[config.mk]
export PLATFORM = sky130hd
export DESIGN_NAME = serial_frame_deserializer
export DESIGN_NICKNAME = d
export VERILOG_FILES = /design/src/rtl/serial_frame_pkg.sv /design/src/rtl/sfd_holding_buffer.sv /design/src/rtl/serial_frame_deserializer.sv
export SDC_FILE = /design/constraint.sdc
export NUM_CORES = 1
export LEC_CHECK = 0
export ABC_CLOCK_PERIOD_IN_PS = 1800
export CAP_MARGIN = 20
export CORE_MARGIN = 5
export CORE_UTILIZATION = 53
export CTS_BUF_LIST = sky130_fd_sc_hd__clkbuf_8
export DETAILED_ROUTE_END_ITERATION = 8
export GPL_TIMING_DRIVEN = 0
export PLACE_DENSITY = 0.8
export SLEW_MARGIN = 20
export SYNTH_ARGS = -nofsm -noshare
export SYNTH_HDL_FRONTEND = slang
export SYNTH_HIERARCHICAL = 1
export SYNTH_SLANG_ARGS = --single-unit
[constraint.sdc]
create_clock -name clk -period 1.8 [get_ports clk]
set_input_delay 0.27 -clock clk [delete_from_list [all_inputs] [get_ports clk]]
set_output_delay 0.27 -clock clk [all_outputs]
set_load 0.02 [all_outputs]
[src/rtl/serial_frame_pkg.sv]
// Shared constants for the serial frame deserializer: FSM state encodings
// and the line levels that delimit a UART-style frame.
package serial_frame_pkg;

    localparam logic [1:0] IDLE   = 2'd0;
    localparam logic [1:0] DATA   = 2'd1;
    localparam logic [1:0] PARITY = 2'd2;
    localparam logic [1:0] STOP   = 2'd3;

    localparam logic LINE_IDLE = 1'b1;
    localparam logic START_BIT = 1'b0;
    localparam logic STOP_BIT  = 1'b1;

endpackage

[src/rtl/sfd_holding_buffer.sv]
// One-entry valid/ready holding buffer for assembled words. A commit into a
// full buffer that is not being drained drops the new word and pulses overflow.
module sfd_holding_buffer #(
    parameter int WIDTH = 8
) (
    input  logic             clk,
    input  logic             rst,
    input  logic             commit,
    input  logic [WIDTH-1:0] commit_word,
    input  logic             word_ready,
    output logic [WIDTH-1:0] word_out,
    output logic             word_valid,
    output logic             overflow
);

    // Load on commit when empty or draining this cycle, otherwise flag overflow; drain on handshake.
    always_ff @(posedge clk or posedge rst) begin
        if (rst) begin
            word_out   <= '0;
            word_valid <= 1'b0;
            overflow   <= 1'b0;
        end else begin
            overflow <= 1'b0;
            if (commit) begin
                if (!word_valid || word_ready) begin
                    word_out   <= commit_word;
                    word_valid <= 1'b1;
                end else begin
                    overflow <= 1'b1;
                end
            end else if (word_valid && word_ready) begin
                word_valid <= 1'b0;
            end
        end
    end

endmodule

[src/rtl/serial_frame_deserializer.sv]
// Serial frame deserializer: frames the registered serial line (start 0,
// WIDTH data bits LSB-first, optional even parity, stop 1) on bit_en strobes
// and hands completed words to a one-entry holding buffer.
// Optional feature macro: SERIAL_FRAME_DESERIALIZER_PARITY_EN adds a parity bit
// between the data bits and the stop bit.
module serial_frame_deserializer
    import serial_frame_pkg::*;
#(
    parameter  int WIDTH = 8,
    localparam int CNT_W = $clog2(WIDTH)
) (
    input  logic             clk,
    input  logic             rst,
    input  logic             bit_en,
    input  logic             serial_in,
    output logic [WIDTH-1:0] word_out,
    output logic             word_valid,
    input  logic             word_ready,
    output logic             busy,
    output logic             frame_err,
    output logic             overflow,
    output logic             parity_err
);

    localparam logic [CNT_W-1:0] LAST_IDX = CNT_W'(WIDTH - 1);

    logic [1:0]       state;
    logic [CNT_W-1:0] count;
    logic [WIDTH-1:0] shift_reg;
    logic             parity_bad;
    logic             commit;

`ifdef SERIAL_FRAME_DESERIALIZER_PARITY_EN
    logic parity_bit;

    // Capture the received parity bit so it can be judged together with the stop bit.
    always_ff @(posedge clk or posedge rst) begin
        if (rst) begin
            parity_bit <= 1'b0;
        end else if (bit_en && state == PARITY) begin
            parity_bit <= serial_in;
        end
    end

    assign parity_bad = (parity_bit != ^shift_reg);
`else
    assign parity_bad = 1'b0;
`endif

    assign commit = bit_en && (state == STOP) && (serial_in == STOP_BIT) && !parity_bad;
    assign busy   = (state != IDLE);

    // Frame FSM: hunt for a start bit, shift data LSB-first, then judge the stop bit.
    always_ff @(posedge clk or posedge rst) begin
        if (rst) begin
            state      <= IDLE;
            count      <= '0;
            shift_reg  <= '0;
            frame_err  <= 1'b0;
            parity_err <= 1'b0;
        end else begin
            frame_err  <= 1'b0;
            parity_err <= 1'b0;
            if (bit_en) begin
                case (state)
                    IDLE: begin
                        if (serial_in == START_BIT) begin
                            state <= DATA;
                            count <= '0;
                        end
                    end
                    DATA: begin
                        shift_reg <= {serial_in, shift_reg[WIDTH-1:1]};
                        count     <= count + 1'b1;
                        if (count == LAST_IDX) begin
`ifdef SERIAL_FRAME_DESERIALIZER_PARITY_EN
                            state <= PARITY;
`else
                            state <= STOP;
`endif
                        end
                    end
`ifdef SERIAL_FRAME_DESERIALIZER_PARITY_EN
                    PARITY: begin
                        state <= STOP;
                    end
`endif
                    STOP: begin
                        if (serial_in == STOP_BIT) begin
                            parity_err <= parity_bad;
                        end else begin
                            frame_err <= 1'b1;
                        end
                        state <= IDLE;
                    end
                    default: begin
                        state <= IDLE;
                    end
                endcase
            end
        end
    end

    sfd_holding_buffer #(
        .WIDTH(WIDTH)
    ) u_buffer (
        .clk        (clk),
        .rst        (rst),
        .commit     (commit),
        .commit_word(shift_reg),
        .word_ready (word_ready),
        .word_out   (word_out),
        .word_valid (word_valid),
        .overflow   (overflow)
    );

endmodule
==> impl_metrics.prom <==
# TYPE chip_impl_metric gauge
chip_impl_metric{name="postSynthCellCount",unit=""} 70
chip_impl_metric{name="number_of_antenna_cells_inserted",unit=""} 0
chip_impl_metric{name="final_max_slew_viol_count",unit=""} 0
chip_impl_info{name="cts.root.buffer_cell",value="sky130_fd_sc_hd__clkbuf_8"} 1
chip_impl_metric{name="grt_use_total",unit="%"} 13.4
chip_impl_metric{name="cts.htree.levels",unit=""} 1
chip_impl_metric{name="yosys.area_share.simple",unit="%"} 9.01
chip_impl_metric{name="setup_slack",unit="ps"} 90.3
chip_impl_metric{name="yosysWarnings",unit=""} 6
chip_impl_metric{name="clock_tree.buffer_depth",unit=""} 2
chip_impl_metric{name="port-buffer-count",unit=""} 16
chip_impl_metric{name="design.core.area",unit="mm²"} 0.00176
chip_impl_metric{name="grt_antenna_before_repair",unit=""} 0
chip_impl_metric{name="gr-total-overflow",unit=""} 0
chip_impl_metric{name="skew",unit="ps"} 2.69
chip_impl_metric{name="synthesized_area_fraction_occupied_by_ao_oa_aoi_and_oai_cells",unit="%"} 4.44
chip_impl_metric{name="numCtsBuffers",unit=""} 3
chip_impl_metric{name="die_outline_area",unit="mm²"} 0.00289
chip_impl_metric{name="period_minus_slack",unit="ps"} 1710
chip_impl_metric{name="worst_skew_pair.late_latency",unit="ps"} 260
chip_impl_metric{name="post_dp_cell_area",unit="mm²"} 0.00120
chip_impl_info{name="setup_repair_after_global_routing_missed_its_margin",value="false"} 1
chip_impl_metric{name="seq_area_frac_synth",unit="%"} 59.3
chip_impl_metric{name="floorplan.initialDensity",unit="%"} 57.4
chip_impl_metric{name="num_vias",unit=""} 568
chip_impl_metric{name="ant_nets",unit=""} 0
chip_impl_metric{name="grt_pass1_vias",unit=""} 585
chip_impl_metric{name="filler_cell_count",unit=""} 131
chip_impl_info{name="netlist_top_cells_area",value="sky130_fd_sc_hd__dfrtp_1 59%, sky130_fd_sc_hd__mux2_4 12%, sky130_fd_sc_hd__mux2_2 8.9%"} 1
chip_impl_metric{name="syn-cell-area",unit="mm²"} 0.00101
chip_impl_metric{name="cell_count_after_placement",unit=""} 111
chip_impl_metric{name="final_layout_size_suffix_gt1_share",unit="%"} 33.3
chip_impl_info{name="worst-setup-path-type",value="flip-flop to output port"} 1
chip_impl_metric{name="timing.final.setup_violations",unit=""} 0
chip_impl_metric{name="postLayoutCellArea",unit="mm²"} 0.00127
chip_impl_info{name="most-common-layout-cells",value="24 x sky130_fd_sc_hd__dfrtp_1, 15 x sky130_fd_sc_hd__clkdlybuf4s50_1, 8 x sky130_fd_sc_hd__mux2_2, 8 x sky130_fd_sc_hd__mux2_4, 4 x sky130_fd_sc_hd__inv_1"} 1
chip_impl_metric{name="finish.cell_count_without_fillers",unit=""} 115
chip_impl_metric{name="synth_fa_ha_area_share",unit="%"} 2.47
chip_impl_metric{name="clkSlewWorstSetupHoldPaths",unit="ps"} 80
chip_impl_metric{name="period_share",unit="%"} 95.0
chip_impl_info{name="most_common_cell_after_layout_fill_and_taps_aside",value="sky130_fd_sc_hd__dfrtp_1"} 1
chip_impl_info{name="cp-end-kind",value="output port"} 1
chip_impl_info{name="tritoncts",value="yes"} 1
chip_impl_metric{name="die-width",unit="µm"} 53.7
chip_impl_metric{name="detail_route.drc_violations",unit=""} 0
chip_impl_metric{name="grt_max_degree",unit=""} 15
chip_impl_metric{name="cap_violations",unit=""} 0
chip_impl_metric{name="average_detailed_routed_wire_length_per_instance",unit="µm"} 13.8
chip_impl_metric{name="path_max_fanout",unit=""} 7
chip_impl_info{name="synth_top_family_by_area",value="multiplexers"} 1
chip_impl_info{name="min-delay-path-class",value="primary input to asynchronous set/reset pin"} 1
chip_impl_metric{name="synth.lib_cells_used.distinct",unit=""} 21
chip_impl_metric{name="dp_worst_setup_slack",unit="ps"} -2.06
chip_impl_metric{name="fin_nets",unit=""} 98
chip_impl_metric{name="post-cts-setup-buffers",unit=""} 0
chip_impl_info{name="rr_startpoint",value="state[1]"} 1
chip_impl_metric{name="multi_input_area",unit="µm²"} 385
chip_impl_info{name="worstSetupStartpointType",value="flip-flop"} 1
chip_impl_metric{name="synth_seq_cells",unit=""} 24
chip_impl_metric{name="routed_wl",unit="µm"} 1580
chip_impl_metric{name="power_leakage",unit="nW"} 0.619
chip_impl_metric{name="maximum_frequency_from_static_timing_analysis",unit="GHz"} 0.585
chip_impl_metric{name="synthXorXnorAreaFrac",unit="%"} 0
chip_impl_metric{name="drt_pass1_iterations",unit=""} 1
chip_impl_metric{name="grt_first_pass_wirelength",unit="µm"} 2750
chip_impl_metric{name="post-synth-top-area-fraction",unit="%"} 59.3
chip_impl_metric{name="ios",unit=""} 18
chip_impl_metric{name="clkSinkCount",unit=""} 24
chip_impl_metric{name="worst_max_slew_margin_expressed_relative_to_the_limit",unit="%"} 64.3
chip_impl_metric{name="worst_margin_pin_slew",unit="ps"} 535
chip_impl_info{name="status",value="completed"} 1
chip_impl_metric{name="critical_path_required",unit="ps"} 1530
chip_impl_metric{name="gp_routability_congestion",unit=""} 0.723
chip_impl_metric{name="power_per_cell_area",unit="mW/mm²"} 1620
chip_impl_metric{name="timing.critical_path.arrival",unit="ps"} 1440
chip_impl_metric{name="synth.mux.area_fraction",unit="%"} 21.7
chip_impl_metric{name="layout.area.seq",unit="µm²"} 601
chip_impl_metric{name="std_cell_rows",unit=""} 15
chip_impl_metric{name="floorplan.die.height",unit="µm"} 53.7
chip_impl_info{name="synth_largest_area_cell",value="sky130_fd_sc_hd__dfrtp_1"} 1
chip_impl_metric{name="synthToLayoutAreaGrowth",unit="%"} 25.8
chip_impl_metric{name="via_per_inst",unit=""} 4.94
chip_impl_metric{name="drt_iter0_markers",unit=""} 0
chip_impl_info{name="worstSetupStartpoint",value="state[1]"} 1
chip_impl_metric{name="final-hold-violation-count",unit=""} 0
chip_impl_metric{name="vdd.ir_drop.worst",unit="V"} 0.00107
chip_impl_metric{name="syn_nets",unit=""} 77
chip_impl_metric{name="avgSynthCellArea",unit="µm²"} 14.5
report_power, final:
group | leakage, nW | internal, mW | switching [mW]
clock | 0.0357 | 0.297 | 0.162
combinational | 0.276 | 0.422 | 0.295
sequential | 0.308 | 0.748 | 0.142
total | 0.619 | 1.47 | 0.599
cells in the mapped netlist:
cell type                  number
sky130_fd_sc_hd__nand2b_4       1
sky130_fd_sc_hd__dfrtp_1       24
sky130_fd_sc_hd__nand2_2        1
sky130_fd_sc_hd__mux2_4         8
sky130_fd_sc_hd__conb_1         1
sky130_fd_sc_hd__clkbuf_2       1
sky130_fd_sc_hd__nor2_1         3
sky130_fd_sc_hd__nand3_1        2
sky130_fd_sc_hd__nor2b_4        1
sky130_fd_sc_hd__buf_4          1
sky130_fd_sc_hd__or2_2          1
sky130_fd_sc_hd__a21oi_1        2
sky130_fd_sc_hd__inv_1          4
sky130_fd_sc_hd__mux2i_1        1
sky130_fd_sc_hd__nand2_4        1
sky130_fd_sc_hd__a22o_2         2
sky130_fd_sc_hd__nor2_4         1
sky130_fd_sc_hd__ha_1           2
sky130_fd_sc_hd__nand2_1        2
sky130_fd_sc_hd__o21ai_0        3
sky130_fd_sc_hd__mux2_2         8
worst paths after layout:
| kind | slack (ps) | end | cells after the start |
|---|---|---|---|
| max reg2reg | 340 | u_buffer/word_out[6] | 5 |
| max in group asynchronous | 1060 | shift_reg[7] | 2 |
| min in group clk | 510 | u_buffer/word_out[0] | 1 |
| max | 90 | busy | 3 |
| min | 320 | u_buffer/word_out[1] | 2 |
| min reg2reg | 510 | u_buffer/word_out[0] | 1 |
final cells by class:
| type | count | share of cell area, % |
|---|---|---|
| sequential | 24 | 47.1 |
| multi-input combinational | 40 | 30.2 |
| timing repair buffer | 16 | 12.5 |
| clock buffer | 3 | 3.24 |
| tap | 25 | 2.45 |
| clock inverter | 1 | 2.36 |
| inverter | 4 | 1.18 |
| buffer | 2 | 0.981 |
repair_timing:
item / in CTS / in global routing
hold buffers: 0 / 0
gates resized for setup: 1 / 0
setup endpoints to repair: 1 / 0
worst max-delay path, cell delays in order, from the launching register on:
cell	delay, ps
sky130_fd_sc_hd__dfrtp_1	360
sky130_fd_sc_hd__clkbuf_2	180
sky130_fd_sc_hd__or2_2	320
sky130_fd_sc_hd__dlygate4sd2_1	320
per-stage QoR:
stage / total power [mW] / util, % / hold WS, ps / TNS (ps)
after floorplan: 1.35 / - / 110 / 0
after global placement: 1.59 / 68.3 / 489 / -44.4
after detailed placement: 1.63 / 68.3 / 492 / -2.06
after CTS: 2.10 / 72.3 / 330 / 0
after global routing: 2.19 / 72.3 / 367 / 0
final: 2.07 / 72.3 / 317 / 0
routing by layer:
metal  up-vias  track usage, %  share of wire (%)
li1        276               -                  -
met1       275            17.7                 45
met2        13            20.8                 50
met3         4            3.60                4.5
met4         0            5.11                1.3
met5         -               0                  0
logic make-up (layout without fill, tap and decap cells):
family,Yosys count,after routing
DFF,24,24
muxes,17,17
and+or+nand+nor,13,13
AOI/OAI and AO/OA,7,7
buffers and inverters,6,26
adders and majority gates,2,2
other,1,1
(Power assumes the default switching activity.)
